--- config.mk ---
export PLATFORM = sky130hd
export DESIGN_NAME = xadc_capture_ctrl
export DESIGN_NICKNAME = d
export VERILOG_FILES = /design/src/rtl/xadc_capture_ctrl.sv
export SDC_FILE = /design/constraint.sdc
export NUM_CORES = 1
export LEC_CHECK = 0
export CAP_MARGIN = 20
export CORE_AREA = 4 4 88 90
export DETAILED_ROUTE_END_ITERATION = 8
export DIE_AREA = 0 0 92 94
export PLACE_DENSITY = 0.84
export SLEW_MARGIN = 20
export SYNTH_ARGS = -nofsm -noshare
export SYNTH_HDL_FRONTEND = slang
export SYNTH_SLANG_ARGS = --single-unit
--- constraint.sdc ---
create_clock -name CLK100MHZ -period 4.2 [get_ports CLK100MHZ]
set_input_delay 0.84 -clock CLK100MHZ [delete_from_list [all_inputs] [get_ports CLK100MHZ]]
set_output_delay 0.84 -clock CLK100MHZ [all_outputs]
set_load 0.05 [all_outputs]
--- src/rtl/xadc_capture_ctrl.sv ---
// Trigger/capture sequencer between the XADC DRP read port and the 640-entry VGA sample RAM.
// Define AUTO_TRIG_EN to force a trigger after AUTO_TIMEOUT accepted samples without a hit.
`timescale 1ns/1ps
module xadc_capture_ctrl #(
    parameter int DEPTH        = 640,
    parameter int AW           = 10,
    parameter int HOLD_FRAMES  = 2,
    parameter int AUTO_TIMEOUT = 4096
) (
    input  logic          CLK100MHZ,
    input  logic          CPU_RESETN,
    input  logic          sample_valid,
    input  logic [15:0]   sample_data,
    input  logic          run,
    input  logic          single,
    input  logic          slope,
    input  logic [11:0]   trig_level,
    input  logic [7:0]    decim,
    input  logic          frame_tick,
    output logic          wr_en,
    output logic [AW-1:0] wr_addr,
    output logic [15:0]   wr_data,
    output logic [2:0]    state,
    output logic          capture_done,
    output logic          frame_valid,
    output logic          auto_trig
);
`ifdef AUTO_TRIG_EN
    localparam bit AUTO_EN = 1'b1;
`else
    localparam bit AUTO_EN = 1'b0;
`endif
    localparam int            HW           = $clog2(HOLD_FRAMES + 1);
    localparam int            TW           = $clog2(AUTO_TIMEOUT + 1);
    localparam logic [AW-1:0] LAST_ADDR    = AW'(DEPTH - 1);
    localparam logic [HW-1:0] HOLD_LAST    = HW'(HOLD_FRAMES - 1);
    localparam logic [TW-1:0] TIMEOUT_LAST = TW'(AUTO_TIMEOUT - 1);

    typedef enum logic [2:0] {
        S_IDLE = 3'd0,
        S_ARM  = 3'd1,
        S_WAIT = 3'd2,
        S_CAPT = 3'd3,
        S_HOLD = 3'd4
    } state_t;

    state_t          st;
    logic [7:0]      dec_cnt;
    logic [11:0]     prev;
    logic [AW-1:0]   next_addr;
    logic [HW-1:0]   hold_cnt;
    logic [TW-1:0]   wait_cnt;
    logic            single_latch;

    logic [11:0]     v;
    logic            accepted;
    logic            hit;
    logic            timeout;
    logic            last_write;

    always_comb begin
        v          = sample_data[15:4];
        accepted   = sample_valid && (dec_cnt == 8'd0);
        hit        = slope ? ((prev > trig_level) && (v <= trig_level))
                           : ((prev < trig_level) && (v >= trig_level));
        timeout    = AUTO_EN && !hit && (wait_cnt == TIMEOUT_LAST);
        last_write = (next_addr == LAST_ADDR);
    end

    assign state = st;

    always_ff @(posedge CLK100MHZ or negedge CPU_RESETN) begin
        if (!CPU_RESETN) begin
            st           <= S_IDLE;
            dec_cnt      <= '0;
            prev         <= '0;
            next_addr    <= '0;
            hold_cnt     <= '0;
            wait_cnt     <= '0;
            single_latch <= 1'b0;
            wr_en        <= 1'b0;
            wr_addr      <= '0;
            wr_data      <= '0;
            capture_done <= 1'b0;
            frame_valid  <= 1'b0;
            auto_trig    <= 1'b0;
        end else begin
            wr_en        <= 1'b0;
            capture_done <= 1'b0;
            if (sample_valid)
                dec_cnt <= (dec_cnt >= decim) ? 8'd0 : dec_cnt + 8'd1;
            if (!run)
                single_latch <= 1'b0;

            case (st)
                S_IDLE: begin
                    if (run && !single_latch) begin
                        st      <= S_ARM;
                        dec_cnt <= '0;
                    end
                end
                S_ARM: begin
                    if (!run) begin
                        st <= S_IDLE;
                    end else if (accepted) begin
                        prev     <= v;
                        wait_cnt <= '0;
                        st       <= S_WAIT;
                    end
                end
                S_WAIT: begin
                    // Abort has priority over a hit arriving in the same cycle.
                    if (!run) begin
                        st <= S_IDLE;
                    end else if (accepted) begin
                        if (hit || timeout) begin
                            wr_en       <= 1'b1;
                            wr_addr     <= '0;
                            wr_data     <= sample_data;
                            next_addr   <= AW'(1);
                            frame_valid <= 1'b0;
                            auto_trig   <= timeout;
                            st          <= S_CAPT;
                        end else begin
                            prev     <= v;
                            wait_cnt <= wait_cnt + TW'(1);
                        end
                    end
                end
                S_CAPT: begin
                    // The final write is allowed to land even when run drops with it.
                    if (accepted && (run || last_write)) begin
                        wr_en   <= 1'b1;
                        wr_addr <= next_addr;
                        wr_data <= sample_data;
                        if (last_write) begin
                            capture_done <= 1'b1;
                            frame_valid  <= 1'b1;
                            if (single)
                                single_latch <= 1'b1;
                            if (single || !run) begin
                                st <= S_IDLE;
                            end else begin
                                st       <= S_HOLD;
                                hold_cnt <= '0;
                            end
                        end else begin
                            next_addr <= next_addr + AW'(1);
                        end
                    end else if (!run) begin
                        st <= S_IDLE;
                    end
                end
                S_HOLD: begin
                    if (!run) begin
                        st <= S_IDLE;
                    end else if (frame_tick) begin
                        if (hold_cnt == HOLD_LAST) begin
                            st      <= S_ARM;
                            dec_cnt <= '0;
                        end else begin
                            hold_cnt <= hold_cnt + HW'(1);
                        end
                    end
                end
                default: st <= S_IDLE;
            endcase
        end
    end
endmodule

### After elaboration in Yosys (flattened, before gate mapping)

Cells that the tools add are included.

| word-level totals | value |
|---|---|
| ROM bits | 0 |
| bits in writable memories | 0 |
| logic and storage cells | 136 |
| input bits | 43 |
| bits in latches | 0 |
| memories kept | 0 |
| register bits after elaboration | 65 |
| output and inout port bits | 33 |

| cells by class | value |
|---|---|
| multipliers | 0 |
| shift operators | 0 |
| div/mod/pow operators | 0 |
| $lt $le $gt $ge | 5 |
| equality and inequality tests | 27 |
| add/sub/neg operators | 3 |
| reductions and logical operators | 20 |
| mux-type cells | 70 |
| bitwise operators | 0 |

Operators by type and width:

| kind | number |
|---|---|
| 10-bit two-way mux | 9 |
| 16-bit two-way mux | 4 |
| 12-bit two-way mux | 5 |
| 8-bit two-way mux | 6 |
| 10-bit one-hot mux with 2 select lines | 2 |
| 3-bit two-way mux | 13 |
| 16-bit one-hot mux with 2 select lines | 1 |
| 2-bit inequality test (second input constant) | 14 |
| 12-bit one-hot mux with 2 select lines | 1 |
| 3-bit inequality test (second input constant) | 7 |
| 1-bit two-way mux | 18 |
| 6-bit AND reduction | 3 |
| 8-bit one-hot mux with 2 select lines | 1 |
| 3-bit one-hot mux with 5 select lines | 1 |
| 12-bit >= comparator | 1 |
| 12-bit > comparator | 1 |
| 12-bit less-or-equal comparator | 1 |
| 12-bit less-than comparator | 1 |
| 2-bit two-way mux | 6 |
| 10-bit by 1-bit adder with 10-bit output (second input constant) | 1 |
| 10-bit equality test (second input constant) | 1 |
| 8-bit by 1-bit adder with 8-bit output (second input constant) | 1 |
| 8-bit >= comparator | 1 |
| 8-bit logical NOT | 1 |
| other kinds (15) | 25 |

### Depth between registers and ports, before layout

Gate-level depths: netlist (run 1).

| depth | value |
|---|---|
| depth in word-level cells | 7 |
| gate-level depth with buffers | 13 |
| depth with buffers taken out | 10 |

### Least setup slack after synthesis (run 1)

Ideal clock, no wire load.

| timing path | value |
|---|---|
| path type | input to register |
| start | input trig_level[1] |
| end | register next_addr[0] |
| setup slack | 1,114 ps |
| required time | 4,075 ps |
| cell stages on the path | 11 |
| library setup time | 125 ps |
| path buffers | 2 |
| data arrival time | 2,961 ps |
| cells stage by stage | inv_1 ha_1 nor2b_2 o211ai_2 a211o_1 nor4b_4 and4b_1 buf_4 o311ai_2 buf_2 mux2_2 |

| between the ends | value |
|---|---|
| longest elaborated chain between the ends | 5 |
| elaborated cells on any way between the ends | 9 |
| those cells by class | order compare: 4; eq/ne: 1; mux: 1; reduce/logical: 3 |

RTL lines:

| item | line | text |
|---|---|---|
| start, declared | 17 | `input logic [11:0] trig_level,` |
| 12-bit less-than comparator (tied with other cells) | 65 | `: ((prev < trig_level) && (v >= trig_level));` |
| 1-bit logical AND, on equally long branches | 65, 64 |  |
| 1-bit two-way mux (*) | 64 | `hit = slope ? ((prev > trig_level) && (v <= trig_level))` |
| 2-bit inequality test (no line) (*) | -- |  |
| 6-bit AND reduction (no line) (*) | -- |  |
| end signal, assigned | 148 | `next_addr <= next_addr + AW'(1);` |
| end, declared | 50 | `logic [AW-1:0] next_addr;` |

Every way passes the cells marked *; elsewhere a longest branch is shown, timed or not.
A chain may end at the register's enable or synchronous reset.

### Worst setup path in the final report (run 1)

| timing path | value |
|---|---|
| start | input trig_level[9] |
| end | register next_addr[0] |

Same word-level chain as after synthesis.

==> out/results.txt, run 1 <==
outcome: finished clean
synth warn: 0
top_reg_cell synth: dfrtp_1
Setup crit start kind: input pin
flop2flop setup slack: 1.33 ns
Die Width: 92 microns
Synth Net Count: 446
post-DP HPWL: 6.31 mm
Pleak: 2.29 nW
IO buf count: 74
worst min-delay path class: reg -> reg
post-synthesis sequential area ratio: 42.5%
Final setup viols: 0
initial antenna violation count: 0
WS Path Type: in -> reg
top post-synthesis cells by count: 65 x dfrtp_1, 36 x ha_1, 29 x inv_1, 25 x nor2_1, 23 x a21oi_1
cell type with the largest total area after synthesis: dfrtp_1
Seq pwr share: 36.9%
final core occ: 68.9%
Post-DP Area: 0.00464 sq mm
Peak VDD IR: 382 uV
IO Pins: 76
min Tclk post-route: 3.52 ns
drt initial violations: 122
DRC Markers: 0
final non-filler cell area: 0.00487 sq mm
clock-pin transition on the worst setup and hold timing paths: 0.08 ns
multi-input logic area: 0.00201 sq mm
post-synthesis register bit count: 65
worst hold path stage count: 1
clk sinks: 65
crit end category: flip-flop
combinational power share: 38.3%
worst slew pin tran: 0.799 ns
worst-skew pair later-pin latency: 0.35 ns
vias in the first global route: 3167
wire per inst: 15.3 microns
Core ar.: 0.00706 sq mm
Routability Congestion: 0.905
GRT overflow: 0
First-pass DRT Iterations: 4
Layout Cells excl Fill: 547
FP Rows: 31
Post-Syn Instances: 367
Via Count: 3025
Cells after DPL: 531
clock buffer depth: 2
Sw Ratio: 36.5%
# resized after CTS: 0
Final Hold Fails: 0
Initial Utilization: 54.2%
H-tree depth: 3
GRT Util Overall: 21.1%
nets: 522
Post-CTS Repair Setup Buffers: 0
cts bufs inserted: 9
asr flop ratio synth: 100%
fillers: 557
share of cells above drive strength 1: 8.93%
die footprint: 0.00865 sq mm
Slew Limit Fails: 0
CTS hold repair buffers: 0
Psw: 0.881 mW
worst reg2reg path depth: 8
Post-synth EDFFs: 0
arrival time at the worst endpoint: 3.76 ns
slew margin rel.: 46.6%
critical path fanouts, max: 15
final setup TNS: 0 ns
Worst Skew: 0.0137 ns
PwrDens: 495 mW/mm^2
CTS Root Cell: clkbuf_8
count leader, synth: dfrtp_1
synth unique cells: 55
Die Y: 94 microns
internal power: 1.53 mW
flip-flop and latch area: 0.00163 sq mm
Final Cycle Share: 83.9%
n_diodes: 0
Area contributors post-synth: dfrtp_1 42%, ha_1 12%, mux2_1 4.7%
Clk pwr share: 24.8%
wire length of the first global-routing pass: 14.4 mm
drt total wl: 8.34 mm
max cap viols: 0
Worst EP required: 4.44 ns
unrepaired setup endpoints after global routing: false
Synth top area share: 42.5%
WHS: 0.497 ns
largest net degree at the start of global routing: 35
CTS tree: done
Synth Cell Area: 0.00383 sq mm
vias per inst: 5.53
Avg Cell Area, Syn: 10.4 sq um
Fmax: 0.284 GHz
post-route ant nets: 0
synthesis-to-layout area growth: 27.1%
flip-flops by register name, indices dropped and copies added (netlist names), 2 cells and up:
name / flops
dec_cnt: 8
hold_cnt: 2
next_addr: 10
prev: 12
state: 3
wr_addr: 10
wr_data: 16
power groups by stage:
stage          Sequential [mW]  Combinational [mW]  Clock (mW)
2_1_floorplan             1.07               0.459           0
3_5_place_dp             0.899               0.921           0
6_report                 0.889               0.923       0.599
4_1_cts                  0.889               0.930       0.610
3_3_place_gp             0.892               0.892           0
5_1_grt                  0.915                1.01       0.645
kinds of logic (layout without fill, tap and decap cells):
logic type	Yosys count	in the layout	share of synthesized area [%]
AOI/OAI and AO/OA	81	81	14.2
and+or+nand+nor	103	103	14.8
other	1	1	0.0980
buffers and inverters	42	123	4.94
DFF	65	65	42.5
muxes	31	31	9.91
xor gates and xnor gates	8	8	1.83
adders and majority gates	36	36	11.8
per-stage QoR:
stage	power [mW]	setup slack (ns)
2_1_floorplan	1.52	1.11
3_3_place_gp	1.78	0.458
3_5_place_dp	1.82	0.349
4_1_cts	2.43	0.716
5_1_grt	2.57	0.446
6_report	2.41	0.677
worst max-delay path, cell delays in order:
cell and delay (ns):
clkdlybuf4s50_1 0.47, inv_1 0.07, ha_1 0.32, a211oi_2 0.22
nor2_1 0.07, nor3_1 0.25, o21ai_0 0.12, and4b_1 0.28
o311ai_2 0.73, mux2_2 0.40
placed cells by master (no fill, tap or decap), types with 2 or more instances in the layout:
cell type and instances:
o21bai_1 3, nand2b_1 5, and2_1 3, and4_1 3
bufinv_16 2, a31oi_1 2, clkdlybuf4s50_1 73, nand3_1 11
o31ai_1 5, mux2_4 9, mux2_1 16, mux2_2 3
xnor2_1 5, o21ai_0 19, nand4_1 7, inv_1 29
nor2_1 25, nor4_1 5, nand2_1 19, nor3_1 5
clkinv_2 2, a22o_1 11, clkbuf_8 11, or3_1 4
buf_4 4, mux2i_1 3, ha_1 36, xor2_1 3
dfrtp_1 65, a21o_1 5, and3_1 2, a21oi_1 23
or4_1 3, nor4b_1 3
worst paths after layout:
path | from | endpoint
worst max-delay path | trig_level[9] | next_addr[0]
worst min-delay path | wr_data[6] | wr_data[6]
worst max register to register | prev[1] | next_addr[0]
worst min register to register | wr_data[6] | wr_data[6]
max in group asynchronous | CPU_RESETN | wr_data[8]
min in group asynchronous | CPU_RESETN | prev[1]
layer usage:
metal  GRT usage (%)  part of all wire, %
met5               0                    0
met3            5.45                  5.3
met4            8.79                  2.1
met2            34.9                   48
met1            26.3                   45
area by class of cell:
type,instances,area share [%]
Sequential cell,65,33.4
Clock inverter,5,1.59
Multi-Input combinational cell,260,41.3
Inverter,29,2.24
Tap cell,99,2.55
Clock buffer,11,3.11
Timing Repair Buffer,78,15.7
Note: power is estimated with default switching activity, not from simulation.
==> run 2, diff against run 1 <==
--- a/config.mk
+++ b/config.mk
@@ -6,10 +6,10 @@
 export NUM_CORES = 1
 export LEC_CHECK = 0
 export CAP_MARGIN = 20
-export CORE_AREA = 4 4 88 90
+export CORE_AREA = 4 4 91 93
 export DETAILED_ROUTE_END_ITERATION = 8
-export DIE_AREA = 0 0 92 94
-export PLACE_DENSITY = 0.84
+export DIE_AREA = 0 0 95 97
+export PLACE_DENSITY = 0.79
 export SLEW_MARGIN = 20
 export SYNTH_ARGS = -nofsm -noshare
 export SYNTH_HDL_FRONTEND = slang
==> constraint.sdc (replaced) <==
create_clock -name CLK100MHZ -period 3.5 [get_ports CLK100MHZ]
set_input_delay 0.7 -clock CLK100MHZ [delete_from_list [all_inputs] [get_ports CLK100MHZ]]
set_output_delay 0.7 -clock CLK100MHZ [all_outputs]
set_load 0.05 [all_outputs]
==> run 2 against run 1 <==
Clock skew down 0.0028 ns. Sequential share of layout area down 0.13 points. Count of clock-buffer cells in the layout fell by 2. Register-to-register slack worse by 0.53 ns. Utilization is 4.0 points lower. Sequential power increased by 20%. Worst hold slack got worse by 0.0014 ns. Non-clock buffer count increased by 8. Largest cell class unchanged. Highest routed layer unchanged.
==> out/results.txt, run 2 (synthesis gave the netlist of run 1 again) <==
outcome: finished clean
Layout Cells excl Fill: 558 (+2.0%)
Sw Ratio: 39.4% (+2.9 points)
IO Pins: 76 (unchanged)
Critical Path Sink: next_addr[8]
clk sinks: 65 (unchanged)
DR WL met2: 3.93 mm (-1.4%)
WS Path Type: in -> reg
FP Rows: 32 (+3.2%)
Worst Skew: 0.0109 ns (-0.00285 ns)
Slew Limit Fails: 0 (unchanged)
internal power: 1.66 mW (+8.5%)
Final Cycle Share: 92.1%
cts bufs inserted: 9 (unchanged)
largest stage delay on the critical path: 0.49 ns (-0.24 ns)
Pleak: 2.30 nW (+0.57%)
die footprint: 0.00922 sq mm (+6.6%)
arrival time at the worst endpoint: 3.50 ns (-0.26 ns)
highest routed layer: met4
worst min-delay path class: reg -> reg
IO buf count: 74 (unchanged)
multi-input logic area: 0.00201 sq mm (unchanged)
First-pass DRT Iterations: 4 (unchanged)
CTS Root Cell: clkbuf_8
Final Hold Fails: 0 (unchanged)
RR Endpoint: prev[1]
Buf/Inv on CP: 2 (unchanged)
CTS tree: done
final setup TNS: 0 ns (unchanged)
Psw: 1.08 mW (+23%)
drt total wl: 8.38 mm (+0.43%)
PwrDens: 561 mW/mm^2 (+13%)
Worst EP required: 3.78 ns (-0.66 ns)
Seq pwr share: 39.0% (+2.1 points)
most frequent cells in the layout: 73 x clkdlybuf4s50_1, 65 x dfrtp_1, 36 x ha_1
crit end category: flip-flop
Die Width: 95 microns (+3.3%)
Critical R2R Launch: prev[1]
GRT overflow: 0 (unchanged)
vias per inst: 5.49 (-0.71%)
critical path fanouts, max: 4 (-11)
CTS hold repair buffers: 0 (unchanged)
metal1 wirelength: 3.83 mm (+2.2%)
Crit. Startpoint: sample_data[14]
Setup WS post-layout: 0.278 ns (-0.398 ns)
share of cells above drive strength 1: 10.5% (+1.6 points)
GRT Util Overall: 19.1% (-2.0 points)
Routability Congestion: 0.856 (-5.4%)
flop2flop setup slack: 0.80 ns (-0.53 ns)
initial antenna violation count: 0 (unchanged)
Pwr Total: 2.74 mW (+14%)
WHS: 0.496 ns (-0.00137 ns)
pre-CTS WS: -0.0565 ns (-0.405 ns)
post-DP HPWL: 6.39 mm (+1.3%)
Largest Register: wr_data
Final setup viols: 0 (unchanged)
min Tclk post-route: 3.22 ns
combinational power share: 40.6% (+2.3 points)
Post-CTS Repair Setup Buffers: 0 (unchanged)
worst-skew pair later-pin latency: 0.35 ns (about the same)
max reg flops: 16 (unchanged)
post-route ant nets: 0 (unchanged)
n_diodes: 0 (unchanged)
Crit-path slowest cell: or4_1
Setup crit start kind: input pin
worst slew pin tran: 0.833 ns (+0.0340 ns)
final core occ: 64.9% (-4.0 points)
commonest non-fill, non-tap cell in the layout: clkdlybuf4s50_1
worst reg2reg path depth: 11 (+3)
Largest delay share family, worst path: simple AND/OR/NAND/NOR gates
Core ar.: 0.00753 sq mm (+6.6%)
Initial Utilization: 50.8% (-3.4 points)
Post-DP Area: 0.00471 sq mm (+1.6%)
flip-flop and latch area: 0.00163 sq mm (unchanged)
Die Y: 97 microns (+3.2%)
worst-path cell chain: clkdlybuf4s50_1 > ha_1 > o21ai_0 > nor2_1 > nor3_1 > a21oi_1 > nor3_2 > buf_4 > o31ai_1 > or4_1 > a21oi_1
wire length of the first global-routing pass: 14.0 mm (-2.9%)
largest net degree at the start of global routing: 66 (+89%)
synthesis-to-layout area growth: 27.6%
met3 wire len: 454 microns (+3.4%)
slew margin rel.: 44.5% (-2.2 points)
number of cells on the critical path: 11 (+1)
Peak VDD IR: 375 uV (-1.9%)
clock-pin transition on the worst setup and hold timing paths: 0.07 ns (about the same)
max cap viols: 0 (unchanged)
Fmax: 0.310 GHz
vias in the first global route: 3089 (-2.5%)
clock buffer depth: 2 (unchanged)
unrepaired setup endpoints after global routing: false
H-tree depth: 3 (unchanged)
Largest regs: wr_data: 16 flops, prev: 12 flops
# resized after CTS: 0 (unchanged)
Cells after DPL: 542 (+2.1%)
wire per inst: 15.0 microns (-1.5%)
Clk pwr share: 20.4% (-4.4 points)
final non-filler cell area: 0.00488 sq mm (+0.39%)
DRC Markers: 0 (unchanged)
Via Count: 3064 (+1.3%)
Crit path top cell by count: a21oi_1
nets: 530 (+1.5%)
fillers: 652 (+17%)
drt initial violations: 144 (+18%)
-- run 2: changes by cell type in the layout (fill, tap and decap cells not counted) --
| cell | change |
|---|---|
| clkinv_4 | +2 |
| buf_4 | +7 |
| bufinv_16 | -2 |
| clkinvlp_4 | +1 |
| clkinv_2 | +1 |
| clkbuf_8 | -2 |
| buf_12 | +1 |
-- run 2: worst min-delay path by stage --
| stage | endpoint | depth (start not counted) | startpoint | slack [ns] |
|---|---|---|---|---|
| after global placement | wr_data[0] | 1 | wr_data[0] | 0.48 |
| after floorplan | capture_done | 0 | CPU_RESETN | 0.40 |
| after CTS | prev[4] | 1 | prev[4] | 0.50 |
| after detailed placement | prev[4] | 1 | prev[4] | 0.49 |
| final | wr_data[1] | 1 | wr_data[1] | 0.50 |
| after global routing | wr_addr[1] | 1 | wr_addr[1] | 0.52 |
-- run 2: final cells by class --
type	instances	share of cell area, %
clock buffers	9	2.54
multi-input cells	260	41.2
repair buffers	86	17.2
inverters	29	2.23
flip-flops and latches	65	33.3
clock inverters	7	0.973
well taps	102	2.61
-- run 2: worst reg2reg max path, cell delays in order (launching register included) --
cell and delay, ns:
dfrtp_1 0.40, ha_1 0.29, nor2b_2 0.16, o211ai_2 0.14, a211o_1 0.15, nor4b_4 0.25
and4b_1 0.32, buf_4 0.14, nor3b_1 0.04, nor2_1 0.17, buf_4 0.19, mux2_2 0.34
-- run 2: power by group through the flow --
stage | sequential (mW) | combinational, mW | clock [mW]
final | 1.07 | 1.11 | 0.560
after CTS | 1.07 | 1.12 | 0.570
after detailed placement | 1.08 | 1.11 | 0
after global placement | 1.07 | 1.08 | 0
after global routing | 1.10 | 1.21 | 0.607
after floorplan | 1.28 | 0.551 | 0
-- run 2: layer usage --
metal | GRT usage (%) | up-vias
li1 | - | 1497
met1 | 25.5 | 1484
met2 | 30.1 | 70
met3 | 4.04 | 13
met4 | 7.44 | 0
met5 | 0 | -
